--- config.mk ---
export PLATFORM = sky130hd
export DESIGN_NAME = cc_event_mux_flat
export DESIGN_NICKNAME = d
export VERILOG_FILES = /design/src/rtl/cc_event_mux_if.sv /design/src/rtl/cc_event_mux.sv /design/src/flat_wrapper.sv
export SDC_FILE = /design/constraint.sdc
export NUM_CORES = 1
export LEC_CHECK = 0
export ABC_CLOCK_PERIOD_IN_PS = 9800
export CAP_MARGIN = 5
export CORE_ASPECT_RATIO = 1.2
export CORE_UTILIZATION = 33
export CTS_CLUSTER_SIZE = 40
export DETAILED_ROUTE_END_ITERATION = 10
export PLACE_DENSITY = 0.53
export SYNTH_ARGS = -nofsm -noshare
export SYNTH_HDL_FRONTEND = slang
export SYNTH_SLANG_ARGS = --single-unit
--- constraint.sdc ---
create_clock -name clk -period 9.8 [get_ports clk]
set_input_delay 2.94 -clock clk [delete_from_list [all_inputs] [get_ports clk]]
set_output_delay 2.94 -clock clk [all_outputs]
set_load 0.03 [all_outputs]
--- src/rtl/cc_event_mux_if.sv ---
// Receive-side event stream bundle: foreign event lines in, granted channel stream
// and per-channel drop accounting out.
interface cc_event_mux_if #(
  parameter int N     = 4,
  parameter int CNT_W = 8
);
  localparam int CHW = (N > 1) ? $clog2(N) : 1;

  logic [N-1:0]       evt_in;
  logic               evt_valid;
  logic               evt_ready;
  logic [CHW-1:0]     evt_chan;
  logic [N-1:0]       pending;
  logic [N-1:0]       drop_pulse;
  logic [N*CNT_W-1:0] drop_cnt;
  logic               drop_cnt_clr;

  modport master (
    input  evt_in, evt_ready, drop_cnt_clr,
    output evt_valid, evt_chan, pending, drop_pulse, drop_cnt
  );

  modport slave (
    output evt_in, evt_ready, drop_cnt_clr,
    input  evt_valid, evt_chan, pending, drop_pulse, drop_cnt
  );
endinterface

--- src/rtl/cc_event_mux.sv ---
// N-channel cross-clock event receiver: synchronise, latch one pending event per
// channel, and present them round-robin on a valid/ready stream with drop counting.
module cc_event_mux #(
  parameter int N           = 4,
  parameter int SYNC_STAGES = 2,
  parameter int MODE        = 0,
  parameter int CNT_W       = 8
) (
  input  logic           clk,
  input  logic           rst,
  cc_event_mux_if.master bus
);
  localparam int CHW = (N > 1) ? $clog2(N) : 1;
  localparam logic [CNT_W-1:0] CNT_MAX = '1;

  logic [SYNC_STAGES-1:0][N-1:0] sync_q;
  logic [N-1:0]            s, p_q, det;
  logic [N-1:0]            pend_q, pend_d;
  logic                    valid_q, valid_d;
  logic [CHW-1:0]          chan_q, chan_d, ptr_q, ptr_d;
  logic [N-1:0]            drop, drop_q;
  logic [N-1:0][CNT_W-1:0] cnt_q, cnt_d;
  logic                    load, found;
  logic [2*N-1:0]          pend_rot;
  logic [CHW-1:0]          off, grant;
  logic [CHW:0]            gsum;
  logic [N-1:0]            gnt_oh;

  assign s    = sync_q[SYNC_STAGES-1];
  assign det  = (MODE == 0) ? (s ^ p_q) : (s & ~p_q);
  assign load = !valid_q || bus.evt_ready;

  // Rotate pending so bit 0 is the RR pointer; the lowest set bit is the grant offset.
  assign pend_rot = {pend_q, pend_q} >> ptr_q;

  always_comb begin
    found = 1'b0;
    off   = '0;
    for (int k = N - 1; k >= 0; k--) begin
      if (pend_rot[k]) begin
        found = 1'b1;
        off   = CHW'(k);
      end
    end
    gsum  = {1'b0, ptr_q} + {1'b0, off};
    grant = (gsum >= (CHW+1)'(N)) ? CHW'(gsum - (CHW+1)'(N)) : CHW'(gsum);
  end

  always_comb begin
    valid_d = valid_q;
    chan_d  = chan_q;
    ptr_d   = ptr_q;
    gnt_oh  = '0;
    if (load) begin
      if (found) begin
        valid_d = 1'b1;
        chan_d  = grant;
        ptr_d   = (grant == CHW'(N - 1)) ? '0 : grant + 1'b1;
        gnt_oh  = N'(1) << grant;
      end else begin
        valid_d = 1'b0;
      end
    end
    // A channel being granted this cycle frees its slot, so a coincident event re-latches instead of dropping.
    drop   = det & pend_q & ~gnt_oh;
    pend_d = (pend_q & ~gnt_oh) | det;
    cnt_d  = cnt_q;
    for (int i = 0; i < N; i++) begin
      if (bus.drop_cnt_clr)
        cnt_d[i] = drop[i] ? CNT_W'(1) : '0;
      else if (drop[i] && (cnt_q[i] != CNT_MAX))
        cnt_d[i] = cnt_q[i] + 1'b1;
    end
  end

  always_ff @(posedge clk or posedge rst) begin
    if (rst) begin
      sync_q  <= '0;
      p_q     <= '0;
      pend_q  <= '0;
      valid_q <= 1'b0;
      chan_q  <= '0;
      ptr_q   <= '0;
      drop_q  <= '0;
      cnt_q   <= '0;
    end else begin
      sync_q  <= {sync_q[SYNC_STAGES-2:0], bus.evt_in};
      p_q     <= s;
      pend_q  <= pend_d;
      valid_q <= valid_d;
      chan_q  <= chan_d;
      ptr_q   <= ptr_d;
      drop_q  <= drop;
      cnt_q   <= cnt_d;
    end
  end

  assign bus.evt_valid  = valid_q;
  assign bus.evt_chan   = chan_q;
  assign bus.pending    = pend_q;
  assign bus.drop_pulse = drop_q;
  assign bus.drop_cnt   = cnt_q;
endmodule
--- src/flat_wrapper.sv ---
// flat-port wrapper written by rule: the top's interface ports become plain ports
module cc_event_mux_flat 
#(
  parameter int N           = 4,
  parameter int SYNC_STAGES = 2,
  parameter int MODE        = 0,
  parameter int CNT_W       = 8
)
  (clk, rst, bus_evt_in, bus_evt_ready, bus_drop_cnt_clr, bus_evt_valid, bus_evt_chan, bus_pending, bus_drop_pulse, bus_drop_cnt);
  cc_event_mux_if #(.N(N), .CNT_W(CNT_W)) bus_i ();
  input  logic clk;
  input  logic rst;
  input wire logic [$bits(bus_i.evt_in)-1:0] bus_evt_in;
  input wire logic [$bits(bus_i.evt_ready)-1:0] bus_evt_ready;
  input wire logic [$bits(bus_i.drop_cnt_clr)-1:0] bus_drop_cnt_clr;
  output wire logic [$bits(bus_i.evt_valid)-1:0] bus_evt_valid;
  output wire logic [$bits(bus_i.evt_chan)-1:0] bus_evt_chan;
  output wire logic [$bits(bus_i.pending)-1:0] bus_pending;
  output wire logic [$bits(bus_i.drop_pulse)-1:0] bus_drop_pulse;
  output wire logic [$bits(bus_i.drop_cnt)-1:0] bus_drop_cnt;
  assign bus_i.evt_in = bus_evt_in;
  assign bus_i.evt_ready = bus_evt_ready;
  assign bus_i.drop_cnt_clr = bus_drop_cnt_clr;
  assign bus_evt_valid = bus_i.evt_valid;
  assign bus_evt_chan = bus_i.evt_chan;
  assign bus_pending = bus_i.pending;
  assign bus_drop_pulse = bus_i.drop_pulse;
  assign bus_drop_cnt = bus_i.drop_cnt;
  cc_event_mux #(.N(N), .SYNC_STAGES(SYNC_STAGES), .MODE(MODE), .CNT_W(CNT_W)) u_core (.clk(clk), .rst(rst), .bus(bus_i));
endmodule
==> metrics.txt <==
Post-Syn Area per Cell 10.4 um2; P_int 0.557 mW; max-slew violations 0; CTS Hold Bufs 0; Data required, critical path 10000 ps; FF-to-FF Start u_core.bus.pending[1]; commonest cells after routing, fill and taps aside dfrtp_1, clkdlybuf4s50_1, nor2_1; critical path cell sequence clkdlybuf4s50_1 > nand2b_1 > a211oi_1 > o21a_1 > and4_1 > nor2b_1 > xnor2_1 > nor2_1; Hold Crit Depth 0; syn_nets 287; worst IR drop on VDD 121 uV; crit path time final 4940 ps; Comb pwr share 40.5%; warnings from Yosys 0; Ports 51; CTS tree done; synthesized area 2820 um2; clock share of power 22.2%; Max stage delay on crit path 570 ps; Crit Reg-Reg Endpoint u_core.bus.drop_cnt[23]; clk_lat worst skew 330 ps; first-pass GRT wire length 10400 um; Detail Route Antenna Nets 0; Reg power frac 37.2%; grt met2 use 24.2%; Die H 103 um; setup TNS 0 ps; data arrival time of the critical path 5140 ps; Routed WL per cell 14.0 um; worst hold-check path type reg -> reg; CTS resizes 0; crit share post-route 50.4%; Crit-path slowest cell a211oi_1; ys flop type dfrtp_1; Setup WS post-layout 4860 ps; critical-path maximum fanout 7; DRC viols 0; fraction of the yosys area taken by sequential cells 50.5%; synthesized flop and latch total 57; Detailed Place HPWL 4230 um; Final setup viols 0; RSZ-0062 raised after global routing no; Die X-Extent 86.4 um; ys async rst share 100%; status completed; Antenna diodes 0; setup slack, reg-to-reg 5870 ps; Yosys cell types 46; pwr dens 259 nW/um2; area grow syn2layout 27.9%; met3 Use GR 2.94%; Reg area 1430 um2; clock buffer depth 2; GPL Wtd Cong 0.764; leading cell type in the layout, fill and taps excluded dfrtp_1; worst slack, placed 4500 ps; fillers 835; WS Path Type in -> reg; NetSw 0.379 mW; routed vias 2207; P_leak 1.53 nW; vias in the first global route 2138; Max Freq 0.202 GHz; H-tree depth 3; pin count of the biggest net entering global routing 58; footprint of the multi-input gates 1310 um2; Setup crit start kind primary input; Num CTS Buffers 9; Fin. Hold Viols 0; fin nets 339; antenna violations before repair 0; slew margin rel. 51.9%; Worst-path clk slew 60 ps; Syn Inst Count 272; r2r worst-path depth 15; Post-CTS Setup Inserts 0; number of max-cap violations 0; worst-margin pin slew 722 ps; die area 8930 um2; grt ovf 0; hold_sp u_core.sync_q[0]; Rows 36; final core occ 44.0%; area share of the largest cell type after synthesis 50.5%; vias per inst 5.00; Initial Util 34.4%; share of layout cells above drive strength 1 8.87%; CTS Root Cell clkbuf_8; top post-synthesis cells by area dfrtp_1, nor2_1, nand2_1, xor2_1, ha_1; DRT Pass-1 Iters 4; clock sinks 57; met1 Use GR 19.6%; area leader, netlist dfrtp_1; Tot GR Track Use 15.3%; Setup Skew 8.06 ps; core area 8200 um2; Post-synth EDFFs 0; DRT Wirelength 6170 um; CP endpoint kind register; Hold EP u_core.s[0]; port buffer count 50; switching share of power 40.5%; initial drt markers 139; GR peak layer met2
[synthesized netlist by cell type, types with 7 or more instances]
| cell type | instances |
|---|---|
| xor2_1 | 11 |
| inv_1 | 10 |
| nand2_1 | 26 |
| mux2_2 | 7 |
| nor2b_1 | 9 |
| ha_1 | 7 |
| a21oi_1 | 10 |
| nor2_1 | 27 |
| nand3_1 | 9 |
| nand4_1 | 10 |
| dfrtp_1 | 57 |
| and3_1 | 7 |
[cell type report]
type,instances,share of cell area [%]
multi-input cells,194,36.2
clock inverters,4,1.25
inverters,10,1.04
clock buffers,10,3.81
flip-flops and latches,57,39.5
repair buffers,52,14.3
well taps,114,3.95
[critical path, delay by kind of cell]
kind	cells	cell delay, ps
AO/OA/AOI/OAI	2	900
buffers and inverters	1	390
AND/OR/NAND/NOR	4	780
XOR/XNOR	1	130
[through the flow]
| stage | instances | cell area, um2 | power, mW | hold WS (ps) |
|---|---|---|---|---|
| 2_1_floorplan | 272 | 2820 | 0.610 | 331 |
| 3_3_place_gp | 427 | 3430 | 0.729 | 334 |
| 3_5_place_dp | 427 | 3430 | 0.735 | 336 |
| 4_1_cts | 441 | 3610 | 0.948 | 351 |
| 5_1_grt | 441 | 3610 | 0.999 | 364 |
| 6_report | 441 | 3610 | 0.936 | 347 |
[state kept, by name (all words and copies together), names as in the netlist]
signal / flops
u_core.ptr_q: 2
u_core.bus.evt_valid: 1
u_core.bus.drop_pulse: 4
u_core.p_q: 4
u_core.s: 4
u_core.bus.pending: 4
u_core.bus.evt_chan: 2
u_core.bus.drop_cnt: 32
u_core.sync_q: 4
[power groups by stage]
stage	Clock [mW]	Sequential (mW)	Combinational (mW)
after floorplan	0	0.396	0.214
after global placement	0	0.353	0.376
after detailed placement	0	0.353	0.382
after CTS	0.216	0.350	0.382
after global routing	0.224	0.359	0.416
final	0.208	0.349	0.380
[worst max-delay path by stage]
stage / from / to / slack (ps)
2_1_floorplan: bus_evt_ready / u_core.bus.drop_cnt[23] / 5300
3_3_place_gp: bus_evt_ready / u_core.bus.drop_cnt[31] / 4600
3_5_place_dp: bus_evt_ready / u_core.bus.drop_cnt[31] / 4500
4_1_cts: bus_evt_ready / u_core.bus.drop_cnt[31] / 4870
5_1_grt: bus_evt_ready / u_core.bus.drop_cnt[31] / 4690
6_report: bus_evt_ready / u_core.bus.drop_cnt[23] / 4860
[layer usage]
metal  part of all wire [%]  vias up  wire, um
met1                     47     1084      2910
met4                    1.8        0       113
met2                     47       38      2910
li1                       -     1076         -
met5                      0        -         0
met3                    3.7        9       229
[cell families after synthesis]
family / count (synthesis) / share of synthesized area (%)
adder cells (fa/ha/maj): 7 / 3.10
XOR/XNOR: 17 / 5.27
buffers and inverters: 21 / 3.24
AND/OR/NAND/NOR: 115 / 22.0
multiplexers: 11 / 4.21
AO/OA/AOI/OAI: 44 / 11.7
flip-flops: 57 / 50.5
(Power assumes the default switching activity.)
